### src/rtl/mem_arbiter.sv
// Byte-serial RAM arbiter: I-cache line fills and load/store
// transfers share one RAM port, round-robin on conflict.
module mem_arbiter (
  input  logic         clk,
  input  logic         rst,
  input  logic         rdy,
  input  logic         rollback,
  input  logic [7:0]   mem_din,
  output logic [7:0]   mem_dout,
  output logic [31:0]  mem_a,
  output logic         mem_wr,
  input  logic         io_buffer_full,
  input  logic         if_req,
  input  logic [31:0]  if_addr,
  output logic [511:0] if_row,
  output logic         if_done,
  input  logic         ls_req,
  input  logic         ls_we,
  input  logic [1:0]   ls_size,
  input  logic [31:0]  ls_addr,
  input  logic [31:0]  ls_wdata,
  output logic [31:0]  ls_rdata,
  output logic         ls_done
);

  localparam logic [2:0] S_IDLE = 3'd0;
  localparam logic [2:0] S_IFRD = 3'd1;
  localparam logic [2:0] S_LSRD = 3'd2;
  localparam logic [2:0] S_LSWR = 3'd3;
  localparam logic [2:0] S_DONE = 3'd4;

  logic [2:0]   state_q;
  logic [6:0]   cnt_q;
  logic [6:0]   n_q;
  logic         pend_q;
  logic         rdy_q;
  logic         last_ls_q;
  logic [31:0]  addr_q;
  logic [7:0]   dout_q;
  logic         ifd_q;
  logic         lsd_q;
  logic [511:0] row_q;
  logic [31:0]  rdata_q;
  logic [511:0] buf_q;
  logic [511:0] buf_d;

  logic [6:0] ls_n;
  logic [5:0] cap_idx;
  logic [1:0] wsel;
  logic       io_stall;
  logic       lost;
  logic       pick_ls;

  assign ls_n    = (ls_size == 2'b00) ? 7'd1 :
                   (ls_size == 2'b01) ? 7'd2 : 7'd4;
  assign cap_idx = cnt_q[5:0] - 6'd1;
  assign wsel    = cnt_q[1:0] + 2'd1;
  assign io_stall = (addr_q[17:16] == 2'b11) && io_buffer_full;
  // a byte addressed before a stall cycle never reached us
  assign lost    = pend_q && !rdy_q;
  assign pick_ls = ls_req && (!if_req || !last_ls_q);

  assign mem_a    = addr_q;
  assign mem_dout = dout_q;
  assign mem_wr   = !rst && rdy && (state_q == S_LSWR) && !io_stall;
  assign if_row   = row_q;
  assign if_done  = ifd_q;
  assign ls_rdata = rdata_q;
  assign ls_done  = lsd_q;

  // merge the byte arriving this cycle into the fill buffer
  always_comb begin
    buf_d = buf_q;
    buf_d[{cap_idx, 3'b000} +: 8] = mem_din;
  end

  // arbitration, byte sequencing and result registers
  always_ff @(posedge clk) begin
    if (rst) begin
      state_q   <= S_IDLE;
      cnt_q     <= '0;
      n_q       <= '0;
      pend_q    <= 1'b0;
      rdy_q     <= 1'b0;
      last_ls_q <= 1'b0;
      addr_q    <= '0;
      dout_q    <= '0;
      ifd_q     <= 1'b0;
      lsd_q     <= 1'b0;
      row_q     <= '0;
      rdata_q   <= '0;
      buf_q     <= '0;
    end else begin
      rdy_q <= rdy;
      if (rdy) begin
        ifd_q <= 1'b0;
        lsd_q <= 1'b0;
        unique case (state_q)
          S_IDLE: begin
            if (!rollback && (if_req || ls_req)) begin
              cnt_q  <= '0;
              pend_q <= 1'b0;
              buf_q  <= '0;
              if (pick_ls) begin
                last_ls_q <= 1'b1;
                addr_q    <= ls_addr;
                dout_q    <= ls_wdata[7:0];
                n_q       <= ls_n;
                state_q   <= ls_we ? S_LSWR : S_LSRD;
              end else begin
                last_ls_q <= 1'b0;
                addr_q    <= if_addr & ~32'h3F;
                n_q       <= 7'd64;
                state_q   <= S_IFRD;
              end
            end
          end
          S_IFRD, S_LSRD: begin
            if (rollback) begin
              state_q <= S_IDLE;
              pend_q  <= 1'b0;
            end else if (lost) begin
              addr_q <= addr_q - 32'd1;
              cnt_q  <= cnt_q - 7'd1;
              pend_q <= 1'b0;
            end else begin
              if (pend_q) buf_q <= buf_d;
              if (pend_q && cnt_q == n_q) begin
                state_q <= S_DONE;
                pend_q  <= 1'b0;
                if (state_q == S_IFRD) begin
                  row_q <= buf_d;
                  ifd_q <= 1'b1;
                end else begin
                  rdata_q <= buf_d[31:0];
                  lsd_q   <= 1'b1;
                end
              end else begin
                pend_q <= 1'b1;
                cnt_q  <= cnt_q + 7'd1;
                addr_q <= addr_q + 32'd1;
              end
            end
          end
          S_LSWR: begin
            if (!io_stall) begin
              cnt_q  <= cnt_q + 7'd1;
              addr_q <= addr_q + 32'd1;
              dout_q <= ls_wdata[{wsel, 3'b000} +: 8];
              if (cnt_q + 7'd1 == n_q) begin
                state_q <= S_DONE;
                lsd_q   <= 1'b1;
              end
            end
          end
          S_DONE:  state_q <= S_IDLE;
          default: state_q <= S_IDLE;
        endcase
      end
    end
  end

endmodule

### config.mk
export PLATFORM = sky130hd
export DESIGN_NAME = mem_arbiter
export DESIGN_NICKNAME = d
export VERILOG_FILES = /design/src/rtl/mem_arbiter.sv
export SDC_FILE = /design/constraint.sdc
export NUM_CORES = 2
export LEC_CHECK = 0
export ABC_CLOCK_PERIOD_IN_PS = 3750
export BUFFER_PORTS_ARGS = -buffer_cell sky130_fd_sc_hd__buf_4
export CAP_MARGIN = 20
export CORE_MARGIN = 1
export CORE_UTILIZATION = 51
export CTS_CLUSTER_DIAMETER = 60
export DETAILED_ROUTE_END_ITERATION = 10
export PLACE_DENSITY = 0.8
export SLEW_MARGIN = 5
export SYNTH_ARGS = -nofsm -noshare
export SYNTH_HDL_FRONTEND = slang
export SYNTH_SLANG_ARGS = --single-unit
### constraint.sdc
create_clock -name clk -period 3.75 [get_ports clk]
set_clock_uncertainty 0.2 [all_clocks]
set_input_delay 0.375 -clock clk [delete_from_list [all_inputs] [get_ports clk]]
set_output_delay 0.375 -clock clk [all_outputs]
set_load 0.02 [all_outputs]
==> metrics.txt <==
count of synthesis-stage warnings from yosys=0; most used cell along the critical path=xnor2_1; post-synthesis net count=5066; count of cell types in the netlist=98; Buf/Inv on CP=2; final design instance area without fill=54900 µm²; number of clock buffers inserted by TritonCTS=112; global-route wire length before repair=247000 µm; RSZ-0062 raised after global routing=no; result of the run=completed; H-tree Lvls=3; initial core utilization=51.4%; leakage component of the power=20.6 nW; internal power=0.0195 W; Worst-path clk slew=0.06 ns; clock sink total=around 1100; power share of the combinational group=about an eighth; maximum single-stage delay on the critical path=between 0.5 and 0.6 ns; total chip power=0.0268 W; share of layout cells above drive strength 1=20.6%; number of storage elements in the synthesis netlist=1115; routability congestion estimate=0.959; Tcrit/Tclk final=between 90% and 100%; logic depth of the worst register-to-register path=10; Final Setup Violations=0; dpl cell area=50600 µm²; routed wire length per instance=24.6 µm; mean instance size in the synthesized netlist=8.85 µm²; instance count along the most critical hold path=7; total grt overflow=0; top flip-flop cell by instance count after synthesis=dfxtp_1; reg-to-reg endpoint=if_row[30]; First-pass DRT Iterations=6; area grow syn2layout=25.5%; sequential area share after synthesis=51.0%; FMAX=0.280 GHz; DRT Wirelength=169000 µm; number of antenna violations at the first check in global routing=8; Period minus WS final=3.57 ns; placeable core region=85100 µm²; total negative setup slack=0 ns; largest net degree at the start of global routing=176; Antenna Nets Post-Route=0; clock tree from TritonCTS=done; Top delay family on crit path=XOR/XNOR gates; Clock Latency Late Sink=0.70 ns; count of port buffers added during placement=694; fraction of synthesis flops using an asynchronous set or reset pin=0%; die area=between 80000 and 90000 µm²; worst slew margin relative to its limit=29.9%; Switching Share=27.4%; power density over the cells=488 nW/µm²; width of the die=approximately 290 µm; number of max-slew violations in the final report=0; All-Layer GR Usage=between 30% and 40%; setup slack at placement=0.114 ns; via count of the first global-routing pass=40000; number of remaining DRC errors=0; combined area of all synthesized cells=~44000 µm²; reg-to-reg setup timing slack=0.18 ns; Clock Root Buffer=clkbuf_16; hpwl dp=117000 µm; # rows=107; startpoint-to-endpoint class of the critical path=flip-flop to flip-flop; type of the worst min-delay path=input pin to flip-flop; net count reported at finish=5727; number of placed I/O pins=701; share of power burned in registers=approximately 45%; maximum count of clock buffers along a single path=3; violation count after the first detailed-routing iteration=4903; Worst R2R Start=cnt_q[0]; total count of hold-check failures in the final report=0; synthesized instance count=4944; worst-case setup margin in the final layout=0.176 ns; crit path capture type=flip-flop; slowest stage cell, crit path=xnor2_1; DR vias=42500; capture endpoint of the worst hold path=mem_a[16]; critical path launch point type=flip-flop; transition time of the tightest slew-check pin=1.05 ns; overall die height=295 µm; Hold Crit Start=ls_addr[16]; worst-path fanout max=32; DR vias/cell=6.21; maximum capacitance violations=0; worst path cell trace=inv_1 -> ha_1 -> xnor2_1 -> xnor2_1 -> a21oi_2 -> buf_12 -> nand2_1 -> nor2_4 -> mux2i_1 -> a21oi_1; count of flip-flops with a built-in enable after synthesis=0; Critical Path RT=between 4 and 5 ns; Net Sw Power=0.00736 W; core occupancy in the finished layout=64.5%; fraction of power consumed by the clock network=a little over two fifths; Arrival @ worst endpoint=3.95 ns; highest ir drop seen on vdd=0.000413 V
worst max-delay path by stage:
stage / start / to / slack [ns] / depth (start not counted)
detailed placement: cnt_q[0] / buf_q[175] / 0.11 / 10
global route: cnt_q[3] / if_row[59] / 0.003 / 9
CTS: cnt_q[0] / buf_q[349] / 0.11 / 10
global placement: cnt_q[0] / buf_q[349] / 0.10 / 10
floorplan: cnt_q[0] / buf_q[199] / 0.06 / 13
finish: cnt_q[0] / if_row[30] / 0.18 / 10
flip-flops by register name, indices dropped and copies added (netlist names):
signal,cells
if_row,512
n_q,4
if_done,1
last_ls_q,1
ls_rdata,32
ls_done,1
pend_q,1
cnt_q,7
buf_q,512
rdy_q,1
mem_a,32
state_q,3
mem_dout,8
cell usage in the layout, fill, tap and decap left out, types with 90 or more instances in the layout:
master     Yosys  routed
dfxtp_1     1115    1115
buf_4          5     869
nand2_1      741     740
a21oi_1      481     480
o21ai_0      418     417
nor2_1       374     369
o2bb2ai_1    223     223
clkbuf_16      0     112
mux2i_1      109     109
a32o_1        93      93
nand3_1       90      90
metrics by stage:
step / hold WS (ns) / instances
3_3_place_gp: 0.239 / 6584
3_5_place_dp: 0.243 / 6585
4_1_cts: 0.00245 / 6836
5_1_grt: 0.0378 / 6840
6_report: 0.0244 / 6842
2_1_floorplan: 0.225 / 4944
power groups by stage:
stage | clock network [W] | logic [W] | registers, W
finish | 0.0116 | 0.00320 | 0.0120
global route | 0.0121 | 0.00330 | 0.0120
CTS | 0.0116 | 0.00305 | 0.0120
detailed placement | 0 | 0.00298 | 0.0123
global placement | 0 | 0.00296 | 0.0123
floorplan | 0 | 0.00166 | 0.0123
worst reg2reg max path, delay by kind of cell, from the launching register on:
family / cells / cell delay, ns
xor+xnor: 2 / 0.83
simple gates: 2 / 0.63
mux: 1 / 0.46
compound gates: 2 / 0.38
flops: 1 / 0.37
buf+inv: 2 / 0.34
fa+ha+maj: 1 / 0.27
per-layer routing:
| layer | vias to the layer above | global-route usage (%) | wire length (µm) |
|---|---|---|---|
| met4 | 0 | 22.6 | 11200 |
| met2 | 2447 | 57.1 | 74600 |
| met5 | - | 0 | 0 |
| met1 | 20300 | 46.3 | 65100 |
| li1 | 19200 | - | - |
| met3 | 539 | 10.2 | 17700 |
cells in the mapped netlist, types with 65 or more instances:
library cell,count,share of area [%]
nor2_1,374,3.2
o2bb2ai_1,223,4.5
a32o_1,93,2.1
mux2i_1,109,2.5
a22oi_1,87,1.5
nand3_1,90,1.0
dfxtp_1,1115,51
nand2_1,741,6.4
inv_1,74,0.63
o32ai_1,80,1.6
o21ai_0,418,4.8
nor3_1,65,0.74
clkbuf_1,305,2.6
a21oi_1,481,5.5
cell families after synthesis:
| logic type | synth area share (%) |
|---|---|
| flops | 51.0 |
| xor+xnor | 0.720 |
| buf+inv | 4.27 |
| compound gates | 26.3 |
| simple gates | 15.0 |
| mux | 2.49 |
| fa+ha+maj | 0.229 |
final cells by class:
cell class	instances	area, µm²
Antenna cell	6	15.0
Clock buffer	159	3250
Clock inverter	42	582
Fill cell	7017	30200
Inverter	75	289
Multi-Input combinational cell	3364	19700
Sequential cell	1115	22300
Tap cell	1144	1430
Timing Repair Buffer	937	7360
timing repair:
item | in CTS | in global routing
buffers inserted | 0 | 0
hold buffers | 50 | 0
endpoints found under the hold margin | 98 | 0
endpoints found under the setup margin | 0 | 65
resized for setup | 0 | 8
No activity file was read; power rests on OpenSTA's default activity.
